[config.mk]
export PLATFORM = sky130hd
export DESIGN_NAME = mem_arbiter
export DESIGN_NICKNAME = d
export VERILOG_FILES = /design/src/rtl/mem_arbiter.sv
export SDC_FILE = /design/constraint.sdc
export NUM_CORES = 1
export LEC_CHECK = 0
export CAP_MARGIN = 30
export CORE_MARGIN = 4
export CORE_UTILIZATION = 49
export CTS_BUF_LIST = sky130_fd_sc_hd__clkbuf_8
export CTS_CLUSTER_SIZE = 40
export DETAILED_ROUTE_END_ITERATION = 7
export DONT_BUFFER_PORTS = 1
export SETUP_SLACK_MARGIN = 0.1
export SYNTH_ARGS = -nofsm -noshare
export SYNTH_HDL_FRONTEND = slang
export SYNTH_SLANG_ARGS = --single-unit
[constraint.sdc]
create_clock -name clk -period 3.15 [get_ports clk]
set_input_delay 0.315 -clock clk [delete_from_list [all_inputs] [get_ports clk]]
set_output_delay 0.315 -clock clk [all_outputs]
set_load 0.1 [all_outputs]
[src/rtl/mem_arbiter.sv]
// Byte-serial RAM port arbiter between instruction fetch and the MEM stage.
// Each 1/2/4-byte access is split into RAM byte cycles; reads are reassembled little-endian.
module mem_arbiter #(
  parameter int ADDR_W = 32,
  parameter int DATA_W = 32
) (
  input  logic              clk,
  input  logic              rst_n,
  input  logic              rdy,
  input  logic              jump_or_not,
  input  logic              if_req,
  input  logic [ADDR_W-1:0] if_addr,
  output logic [DATA_W-1:0] if_inst,
  output logic              if_done,
  input  logic              mem_req,
  input  logic              mem_we,
  input  logic [1:0]        mem_len,
  input  logic [ADDR_W-1:0] mem_addr,
  input  logic [DATA_W-1:0] mem_wdata,
  output logic [DATA_W-1:0] mem_rdata,
  output logic              mem_done,
  output logic [ADDR_W-1:0] ram_a,
  output logic [7:0]        ram_dout,
  output logic              ram_wr,
  input  logic [7:0]        ram_din
);

  typedef enum logic [2:0] {IDLE, IF_RD, MEM_RD, MEM_WR, DONE} state_t;

  state_t              state_reg, state_next;
  logic [2:0]          cnt_reg;
  logic [2:0]          len_reg;
  logic                src_if_reg;
  logic                fresh_reg;
  logic [DATA_W-1:0]   wdata_reg;
  logic [DATA_W-1:0]   rbuf_reg, rbuf_next;
  logic [DATA_W-1:0]   if_inst_reg, mem_rdata_reg;
  logic [ADDR_W-1:0]   ram_a_reg;
  logic [7:0]          ram_dout_reg;
  logic                ram_wr_reg;

  logic                reading;
  logic                cap_en;
  logic [1:0]          cap_idx;
  logic                step_last;
  logic                more_bytes;
  logic [2:0]          mem_nbytes;

  assign mem_nbytes = (mem_len == 2'd0) ? 3'd1 : (mem_len == 2'd1) ? 3'd2 : 3'd4;
  assign reading    = (state_reg == IF_RD) || (state_reg == MEM_RD);
  assign step_last  = (cnt_reg == len_reg);
  assign more_bytes = (3'(cnt_reg + 3'd1) < len_reg);
  assign cap_idx    = 2'(cnt_reg[1:0] - 2'd1);

  // ram_din is only trustworthy in the cycle right after the address advanced; a frozen
  // cycle keeps re-registering the current address, so capture happens once on the
  // first cycle after an advance, even if that cycle is itself frozen.
  assign cap_en = reading && fresh_reg && (cnt_reg != 3'd0);

  always_comb begin
    rbuf_next = rbuf_reg;
    if (cap_en) begin
      rbuf_next[{cap_idx, 3'b000} +: 8] = ram_din;
    end
  end

  always_comb begin
    state_next = state_reg;
    if (rdy) begin
      case (state_reg)
        IDLE: begin
          if (mem_req) begin
            state_next = mem_we ? MEM_WR : MEM_RD;
          end else if (if_req && !jump_or_not) begin
            state_next = IF_RD;
          end
        end
        IF_RD: begin
          if (jump_or_not) begin
            state_next = IDLE;
          end else if (step_last) begin
            state_next = DONE;
          end
        end
        MEM_RD, MEM_WR: begin
          if (step_last) begin
            state_next = DONE;
          end
        end
        DONE:    state_next = IDLE;
        default: state_next = IDLE;
      endcase
    end
  end

  always_ff @(posedge clk) begin
    if (!rst_n) begin
      state_reg     <= IDLE;
      cnt_reg       <= 3'd0;
      len_reg       <= 3'd0;
      src_if_reg    <= 1'b0;
      fresh_reg     <= 1'b0;
      wdata_reg     <= '0;
      rbuf_reg      <= '0;
      if_inst_reg   <= '0;
      mem_rdata_reg <= '0;
      ram_a_reg     <= '0;
      ram_dout_reg  <= 8'd0;
      ram_wr_reg    <= 1'b0;
    end else begin
      fresh_reg <= rdy;
      if (cap_en) begin
        rbuf_reg <= rbuf_next;
      end
      if (rdy) begin
        state_reg <= state_next;
        case (state_reg)
          IDLE: begin
            if (state_next != IDLE) begin
              cnt_reg      <= 3'd0;
              rbuf_reg     <= '0;
              src_if_reg   <= (state_next == IF_RD);
              len_reg      <= mem_req ? mem_nbytes : 3'd4;
              ram_a_reg    <= mem_req ? mem_addr : if_addr;
              ram_dout_reg <= mem_wdata[7:0];
              wdata_reg    <= mem_wdata >> 8;
              ram_wr_reg   <= (state_next == MEM_WR);
            end
          end
          IF_RD, MEM_RD, MEM_WR: begin
            if (state_next != IDLE) begin
              cnt_reg <= 3'(cnt_reg + 3'd1);
              if (more_bytes) begin
                ram_a_reg    <= ram_a_reg + ADDR_W'(1);
                ram_dout_reg <= wdata_reg[7:0];
                wdata_reg    <= wdata_reg >> 8;
                ram_wr_reg   <= (state_reg == MEM_WR);
              end else begin
                ram_wr_reg <= 1'b0;
              end
              if (step_last && state_reg == IF_RD) begin
                if_inst_reg <= rbuf_next;
              end
              if (step_last && state_reg == MEM_RD) begin
                mem_rdata_reg <= rbuf_next;
              end
            end else begin
              ram_wr_reg <= 1'b0;
            end
          end
          default: ;
        endcase
      end
    end
  end

  assign if_done   = rdy && (state_reg == DONE) && src_if_reg;
  assign mem_done  = rdy && (state_reg == DONE) && !src_if_reg;
  assign if_inst   = if_inst_reg;
  assign mem_rdata = mem_rdata_reg;
  assign ram_a     = ram_a_reg;
  assign ram_dout  = ram_dout_reg;
  assign ram_wr    = ram_wr_reg && rdy;

endmodule
# Yosys cells after proc, flatten, opt, wreduce, memory -nomap -nowiden
# Index checks and enable logic that the tools add are counted.
[totals]
ff_bits = 180
inputBits = 113
[op_classes]
reduce_logical = 25
eq_ne = 11
n_shift = 2
order_cmp = 1
n_addsub = 4
mux = 36
[op_table]
columns = ["cell", "count"]
rows = [
  ["32-bit two-way mux", 12],
  ["32-bit case mux with 2 select lines", 2],
  ["32-bit by 1-bit adder with 32-bit output, second input constant", 1],
  ["32-bit bitwise mux", 1],
  ["8-bit by 7-bit variable shift with 32-bit output, first input constant", 1],
  ["8-bit by 7-bit indexed part select with 32-bit output", 1],
  ["3-bit two-way mux", 10],
  ["8-bit two-way mux", 3],
  ["8-bit case mux with 2 select lines", 1],
  ["4-bit AND reduction", 3],
  ["3-bit by 2-bit == test with 1-bit output, second input constant", 3],
  ["1-bit logical AND", 9],
  ["3-bit case mux with 3 select lines", 1],
  ["5-bit negator with 7-bit output", 1],
  ["3-bit by 1-bit == test with 1-bit output, second input constant", 2],
  ["2-bit inequality test, second input constant", 3],
  ["3-bit case mux with 2 select lines", 1],
  ["3-bit AND reduction", 2],
  ["3-bit nonzero test", 2],
  ["5-bit AND reduction", 1],
  ["1-bit two-way mux", 4],
  ["3-bit by 1-bit adder with 3-bit output, second input constant", 1],
  ["3-bit == test", 1],
  ["3-bit == test, second input constant", 1],
  ["11 further kinds", 12],
]

# Depth between registers and ports, before layout
# Gate-level depths: netlist of the first run.
[logic_depth]
depth_word = 10
mapped_depth = 11
depth_no_buf = 8

# Least setup slack after synthesis of the first run
# No wires, ideal clock.
[synth_path]
path_type = "flip-flop to flip-flop"
startpoint = "register ram_a_reg[0], in the netlist ram_a[0]"
endpoint = "register ram_a_reg[26], in the netlist ram_a[26]"
setup_time_ps = 134
t_required_ps = 3016
path_slack_ps = 308
path_stages_with_launch = 8
t_arrival_ps = 2709
synth_period_minus_slack_ps = 2842
path_cell_list = "dfxtp_1 ha_1 nand3_1 nor4_1 nand3_1 o21a_1 o21ai_0 a21oi_1"
[synth_via]
elab_chain_len = 4
[synth_lines]
columns = ["element", "line", "source"]
rows = [
  ["start, declared", "38", "logic [ADDR_W-1:0] ram_a_reg;"],
  ["start signal, assigned", "124", "ram_a_reg <= mem_req ? mem_addr : if_addr;"],
  ["start signal, assigned", "134", "ram_a_reg <= ram_a_reg + ADDR_W'(1);"],
  ["32-bit by 1-bit adder with 32-bit output", "134", ""],
  ["32-bit two-way mux", "133", "if (more_bytes) begin"],
  ["32-bit two-way mux", "131", "if (state_next != IDLE) begin"],
  ["32-bit case mux with 2 select lines", "117", "case (state_reg)"],
]
# Every way passes these cells. The select of a mux whose other input is x is not followed.
# A chain may end at the register's enable or synchronous reset.

# Worst setup path in the final report of the first run
[layout_path]
startpoint = "register cnt_reg[1]"
endpoint = "register ram_a_reg[10], in the netlist ram_a[10]"
[layout_via]
elab_chain_len = 8
elab_cells_between_ends = 12
cone_classes = "add/sub (1); order compare (1); eq/ne (4); mux (4); reduce/logical (2)"
[layout_lines]
columns = ["element", "line", "source"]
rows = [
  ["start, declared", "31", "logic [2:0] cnt_reg;"],
  ["start signal, assigned", "132", "cnt_reg <= 3'(cnt_reg + 3'd1);"],
  ["3-bit == test", "51", "assign step_last = (cnt_reg == len_reg);"],
  ["3-bit two-way mux", "81, 86", ""],
  ["3-bit two-way mux", "79", "if (jump_or_not) begin"],
  ["3-bit case mux with 3 select lines", "70", "case (state_reg)"],
  ["3-bit two-way mux", "69", "if (rdy) begin"],
  ["3-bit nonzero test", "119, 131", ""],
  ["2-bit inequality test (no source line)", "n/a", ""],
  ["5-bit AND reduction (no source line) (*)", "n/a", ""],
]
# Every way passes the cells marked *; elsewhere a longest branch is shown, timed or not.

==> results of run 1 <==
## layout make-up
cell class	instances	area, µm²	share of cell area
well taps	216	270	0.0294
repair buffers	81	763	0.0831
clock buffers	18	248	0.0270
inverters	12	45.0	0.00490
multi-input cells	730	4240	0.462
flip-flops and latches	172	3440	0.375
clock inverters	14	173	0.0188
## placed cells by master (no fill, tap or decap), types with 24 or more instances in the layout
| cell | Yosys | final |
|---|---|---|
| sky130_fd_sc_hd__nand2_1 | 97 | 97 |
| sky130_fd_sc_hd__o21ai_0 | 98 | 98 |
| sky130_fd_sc_hd__nand2b_1 | 37 | 37 |
| sky130_fd_sc_hd__nand3_1 | 93 | 93 |
| sky130_fd_sc_hd__nor2_1 | 79 | 76 |
| sky130_fd_sc_hd__dfxtp_1 | 172 | 172 |
| sky130_fd_sc_hd__a21oi_1 | 85 | 84 |
| sky130_fd_sc_hd__dlygate4sd3_1 | 0 | 31 |
| sky130_fd_sc_hd__nor3_1 | 32 | 32 |
| sky130_fd_sc_hd__buf_4 | 2 | 45 |
| sky130_fd_sc_hd__mux2i_1 | 28 | 28 |
| sky130_fd_sc_hd__a311oi_1 | 24 | 24 |
## through the flow
stage,setup WS (ps),cell area [µm²],util,std cells,power (W)
after CTS,123,9160,0.572,1242,0.00521
after detailed placement,154,8400,0.525,1178,0.00354
after global routing,118,9190,0.574,1243,0.00543
after global placement,301,8400,0.525,1178,0.00351
after floorplan,308,8060,-,999,0.00334
final,264,9190,0.574,1243,0.00519
## cell families (layout without fill, tap and decap cells)
family	Yosys count	count (layout)	synth area share
AND/OR/NAND/NOR	405	405	0.249
AO/OA/AOI/OAI	281	281	0.215
flip-flops	172	172	0.427
buffers and inverters	97	125	0.0520
multiplexers	30	30	0.0375
adder cells (fa/ha/maj)	10	10	0.0155
XOR/XNOR	4	4	0.00434
## power groups by stage
stage / clock [W] / combinational (W) / sequential, W
2_1_floorplan: 0 / 0.000567 / 0.00278
4_1_cts: 0.00166 / 0.00109 / 0.00246
3_3_place_gp: 0 / 0.00101 / 0.00251
6_report: 0.00163 / 0.00111 / 0.00245
3_5_place_dp: 0 / 0.00103 / 0.00251
5_1_grt: 0.00176 / 0.00120 / 0.00247
## critical path: stages, from the launching register on
cell and delay, ps:
sky130_fd_sc_hd__dfxtp_1 450, sky130_fd_sc_hd__inv_1 120, sky130_fd_sc_hd__ha_1 380, sky130_fd_sc_hd__ha_1 310, sky130_fd_sc_hd__a21o_1 160, sky130_fd_sc_hd__a21oi_2 290, sky130_fd_sc_hd__o221a_2 280, sky130_fd_sc_hd__buf_12 270
sky130_fd_sc_hd__a21boi_0 150, sky130_fd_sc_hd__o31a_1 310
## per-layer routing
layer | up-vias | wire [µm] | part of all wire
li1 | 3621 | - | -
met1 | 3536 | 10300 | 0.45
met2 | 264 | 10600 | 0.46
met3 | 30 | 1810 | 0.079
met4 | 0 | 342 | 0.015
met5 | - | 0 | 0
## how the worst max path moves through the flow
stage	startpoint	to	slack [ps]	cells past startpoint
final	cnt_reg[1]$_SDFFE_PN0P_	ram_a[10]$_SDFFE_PN0P_	260	9
after global routing	cnt_reg[1]$_SDFFE_PN0P_	ram_a[10]$_SDFFE_PN0P_	120	9
after CTS	cnt_reg[1]$_SDFFE_PN0P_	ram_a[10]$_SDFFE_PN0P_	120	9
after detailed placement	cnt_reg[1]$_SDFFE_PN0P_	ram_a[10]$_SDFFE_PN0P_	150	9
after global placement	cnt_reg[1]$_SDFFE_PN0P_	ram_a[10]$_SDFFE_PN0P_	300	9
after floorplan	ram_a[0]$_SDFFE_PN0P_	ram_a[26]$_SDFFE_PN0P_	310	7
## repair_timing
item,in CTS,in global routing
endpoints found under the setup margin,0,30
resized for setup,0,1
hold buffers,32,0
endpoints found under the hold margin,86,0
==> flow_summary_export.csv, run 1 <==
group,metric,value,unit
critical_path,crit_path_start_kind,"flip-flop",
global_route,grtUsageMet1,0.340,
pwr,power.share.combinational,0.214,
floorplanning,floorplan.initialDensity,0.504,
cts,tritoncts,"built",
sta,timing_worst_slew_pin_value,1020,ps
logic_synthesis,number_of_storage_elements_in_the_synthesis_netlist,172,
logic_synthesis,synthTopCellsByArea,"sky130_fd_sc_hd__dfxtp_1, sky130_fd_sc_hd__o21ai_0, sky130_fd_sc_hd__nand3_1",
cts,htreeDepth,4,
sta,timing_hold_violations_final,0,
sta,finalSetupTns,0,ps
global_route,antenna_found_initial,0,
logic_synthesis,synthCells,999,
pwr,ir_worst_vdd,0.347,mV
route,wl_per_cell,18.6,µm
sta,maxSlewHeadroom,0.321,
logic_synthesis,syn-mean-instance-area,8.07,µm²
global_route,track_usage,0.248,
critical_path,r2r.worst_path.cells,9,
global_route,globalRouteMet2Util,0.388,
place,dp.final_hpwl,15600,µm
logic_synthesis,asyncSetResetFlopFracSynth,0,
critical_path,reg2reg_slack,260,ps
final_layout,post_route_cells_drive_above_1_share,0.105,
global_route,gr-usage-met3,0.0603,
place,portBuffers,0,
cts,clock_latency_late_sink,470,ps
sta,timing.final.setup_violations,0,
pwr,leakage,3.22,nW
route,number_of_routed_nets_with_antenna_violations,0,
sta,rsz0062_at_grt,"no",
final_layout,synthToLayoutAreaGrowth,13.9,%
cts,cts.root.buffer_cell,"sky130_fd_sc_hd__clkbuf_8",
pwr,power_report.internal_total,0.00328,W
global_route,grt_remaining_overflow,0,
floorplanning,die_h,136,µm
sta,fin_crit_sh,0.916,
pwr,pwr_density_cell,565,nW/µm²
logic_synthesis,post_synth_design_cell_area,8060,µm²
critical_path,cp.arrival,3240,ps
worst_hold_path,min_from,"mem_wdata[16]",
critical_path,worst_setup_end_kind,"flip-flop",
pwr,switching_share,0.367,
status,run_status,"finished clean",
pwr,total_switching_power,0.00190,W
pwr,seq_power_share,0.473,
route,number_of_drc_markers_after_the_initial_detailed_route_iteration,529,
floorplanning,die-width,136,µm
cts,cts_made_buffers,17,
critical_path,worstPathRequired,3500,ps
critical_path,regToRegEndpoint,"ram_a[10]$_SDFFE_PN0P_",
logic_synthesis,synthesis.nets,1122,
route,route.final.wire_length,23100,µm
cts,cts_setup_buffers,0,
route,route.vias.total,7451,
critical_path,crit-reg2reg-launch,"cnt_reg[1]$_SDFFE_PN0P_",
sta,finClkSkew,17.9,ps
place,place.gp.congestion,0.866,
worst_hold_path,timing.hold.worst_endpoint,"wdata_reg[8]$_SDFFE_PN0P_",
route,drcViolationCount,0,
critical_path,critPathKind,"flip-flop to flip-flop",
floorplanning,core.rowCount,46,
floorplanning,io_pins,220,
logic_synthesis,synth_most_common_cell,"sky130_fd_sc_hd__dfxtp_1",
logic_synthesis,synth.top_cells.by_count,"sky130_fd_sc_hd__dfxtp_1, sky130_fd_sc_hd__o21ai_0, sky130_fd_sc_hd__nand2_1",
logic_synthesis,synth_largest_type_area_fraction,0.427,
sta,fin_worst_hold_slack,24.2,ps
floorplanning,core_area,16000,µm²
final_layout,antenna-diode-count,0,
floorplanning,die_area,18600,µm²
global_route,number_of_global_route_vias_before_repair,7180,
final_layout,fillers,1547,
critical_path,cp_max_fo,80,
pwr,clock_power_share,0.314,
global_route,busiest_layer,"met2",
cts,cts.clk_slew.worst_paths,100,ps
sta,final_slew_violations,0,
sta,fmax,0.347,GHz
logic_synthesis,synth_top_flop_cell,"sky130_fd_sc_hd__dfxtp_1",
worst_hold_path,timing.hold.worst.class,"input port to flip-flop",
sta,period_minus_slack,2890,ps
route,detail_route.first_pass.iterations,5,
cts,clock_path_buffers,2,
logic_synthesis,number_of_distinct_library_cells_after_synthesis,69,
worst_hold_path,min_path_cells,2,
cts,clock_sink_count,172,
global_route,grt_start_max_net_pins,81,
flow_run,max-cap-violations,0,
global_route,grt_first_pass_wirelength,37000,µm
logic_synthesis,netlist.top_cell.by_area,"sky130_fd_sc_hd__dfxtp_1",
logic_synthesis,synth.yosys.seq_area_share,0.427,
final_layout,design.final.nets,1137,
logic_synthesis,synth.yosys.warnings,0,
route,avgViaCountPerCell,5.99,
logic_synthesis,number_of_synthesized_flops_with_an_enable_pin,0,
No activity file was read; power rests on OpenSTA's default activity.
==> inputs of run 2 (changes only) <==
Settings changed: CORE_UTILIZATION 49 to 56, PLACE_DENSITY set to 0.71.
==> run 2 against run 1 <==
Total power shrank 3.0%; global-route usage grew 1.0 points; combinational power is essentially flat; via count shrank 1.9%; clock skew shrank 4.4 ps; sequential share of layout area grew 0.55 points; worst hold slack lost 2.1 ps; maximum frequency grew 0.69%; critical endpoint is now wdata_reg[22]$_SDFFE_PN0P_.
==> flow_summary_export.csv, run 2 (same netlist as run 1, synthesis figures left out) <==
group,metric,value,unit
critical_path,crit-reg2reg-launch,"state_reg[2]$_SDFFE_PN0P_",
route,number_of_routed_nets_with_antenna_violations,0,
critical_path,worstPathRequired,3520,ps
pwr,clock_power_share,0.294,
place,portBuffers,0,
global_route,number_of_global_route_vias_before_repair,6678,
final_layout,antenna-diode-count,0,
cts,hold_buffers,24,
flow_run,max-cap-violations,0,
global_route,grt_start_max_net_pins,65,
final_layout,fin_cells,1202,
sta,final_slew_violations,0,
pwr,power.share.combinational,0.219,
place,dp.cells,1145,
critical_path,reg2reg_slack,280,ps
global_route,grt_first_pass_wirelength,34600,µm
final_layout,final_core_util,0.647,
critical_path,critPathKind,"flip-flop to flip-flop",
floorplanning,die_h,128,µm
final_layout,design.final.nets,1132,
cts,clock_sink_count,172,
global_route,track_usage,0.258,
final_layout,footprint_of_the_multi_input_gates,4240,µm²
floorplanning,core.rowCount,43,
sta,timing_hold_violations_final,0,
critical_path,crit_path_start_kind,"flip-flop",
floorplanning,die-width,128,µm
sta,finClkSkew,13.5,ps
pwr,power_report.internal_total,0.00326,W
place,place.gp.congestion,0.858,
final_layout,synthToLayoutAreaGrowth,12.3,%
cts,cts_made_buffers,17,
route,avgViaCountPerCell,6.08,
route,drcViolationCount,0,
pwr,switching_share,0.352,
cts,post_cts_resized,0,
critical_path,worst_setup_end_kind,"flip-flop",
sta,period_minus_slack,2870,ps
floorplanning,floorplan.initialDensity,0.576,
global_route,antenna_found_initial,0,
final_layout,final_cell_mix,"sky130_fd_sc_hd__dfxtp_1, sky130_fd_sc_hd__o21ai_0, sky130_fd_sc_hd__nand2_1",
worst_hold_path,min_from,"rst_n",
critical_path,worst_setup_path_startpoint,"state_reg[2]$_SDFFE_PN0P_",
global_route,grt_remaining_overflow,0,
place,dp.final_hpwl,14200,µm
floorplanning,io_pins,220,
cts,tritoncts,"built",
sta,fin_crit_sh,0.910,
route,route.final.wire_length,21400,µm
route,route.vias.total,7311,
route,wl_per_cell,17.8,µm
final_layout,fillers,1248,
route,detail_route.first_pass.iterations,5,
final_layout,final-seq-area,3440,µm²
cts,clock_path_buffers,2,
sta,timing_worst_slew_pin_value,1010,ps
status,run_status,"finished clean",
sta,timing.final.setup_violations,0,
sta,finalSetupTns,0,ps
floorplanning,die_area,16400,µm²
critical_path,cp.arrival,3240,ps
cts,cts_setup_buffers,0,
cts,cts.clk_slew.worst_paths,90,ps
pwr,ir_worst_vdd,0.331,mV
critical_path,cp_max_fo,16,
pwr,total_switching_power,0.00177,W
floorplanning,core_area,14000,µm²
worst_hold_path,timing.hold.worst.class,"input port to flip-flop",
pwr,leakage,3.20,nW
cts,clock_latency_late_sink,460,ps
sta,fmax,0.349,GHz
sta,rsz0062_at_grt,"no",
pwr,seq_power_share,0.487,
final_layout,post_route_cells_drive_above_1_share,0.105,
cts,htreeDepth,4,
route,number_of_drc_markers_after_the_initial_detailed_route_iteration,681,
sta,maxSlewHeadroom,0.329,
final_layout,final_common_cell,"sky130_fd_sc_hd__dfxtp_1",
pwr,pwr_density_cell,556,nW/µm²
cts,cts.root.buffer_cell,"sky130_fd_sc_hd__clkbuf_8",
-- run 2: critical path, cell delays in order, from the launching register on --
cell and delay [ps]:
sky130_fd_sc_hd__dfxtp_1 630, sky130_fd_sc_hd__nor2b_1 170, sky130_fd_sc_hd__a311o_1 380, sky130_fd_sc_hd__a41o_1 380, sky130_fd_sc_hd__o221ai_4 490, sky130_fd_sc_hd__buf_4 270
sky130_fd_sc_hd__buf_4 190, sky130_fd_sc_hd__nand2_1 90, sky130_fd_sc_hd__a21oi_1 190
-- run 2: power by group through the flow --
stage / Sequential (W) / Clock (W) / Combinational [W]
CTS: 0.00246 / 0.00151 / 0.00108
global placement: 0.00251 / 0 / 0.00103
floorplan: 0.00278 / 0 / 0.000567
finish: 0.00245 / 0.00148 / 0.00110
detailed placement: 0.00251 / 0 / 0.00104
global route: 0.00246 / 0.00159 / 0.00120
-- run 2: layer usage --
metal,GRT usage,part of all wire,vias to the layer above
li1,-,-,3607
met1,0.354,0.44,3390
met2,0.400,0.46,284
met3,0.0671,0.087,30
met4,0.0787,0.017,0
met5,0,0,-
-- run 2: worst paths after layout --
| check | endpoint | cells past startpoint |
|---|---|---|
| worst min register to register | wdata_reg[18]$_SDFFE_PN0P_ | 2 |
| worst max-delay path | wdata_reg[22]$_SDFFE_PN0P_ | 8 |
| worst max register to register | wdata_reg[22]$_SDFFE_PN0P_ | 8 |
| worst min-delay path | if_inst[8]$_SDFFE_PN0P_ | 2 |
-- run 2: area by class of cell --
class,instances,share of cell area
clock buffer,19,0.0289
clock inverter,13,0.0127
inverter,12,0.00498
multi-input combinational,730,0.468
sequential,172,0.380
tap,180,0.0249
timing repair buffer,76,0.0799
-- run 2: metrics by stage --
stage / total power (W) / cell area, µm² / worst slack (ps) / hold WS [ps]
after floorplan: 0.00334 / 8060 / 308 / 432
after global placement: 0.00354 / 8400 / 431 / 441
after detailed placement: 0.00355 / 8400 / 397 / 446
after CTS: 0.00506 / 9030 / 364 / 0.292
after global routing: 0.00525 / 9050 / 107 / 9.84
final: 0.00503 / 9050 / 284 / 22.1
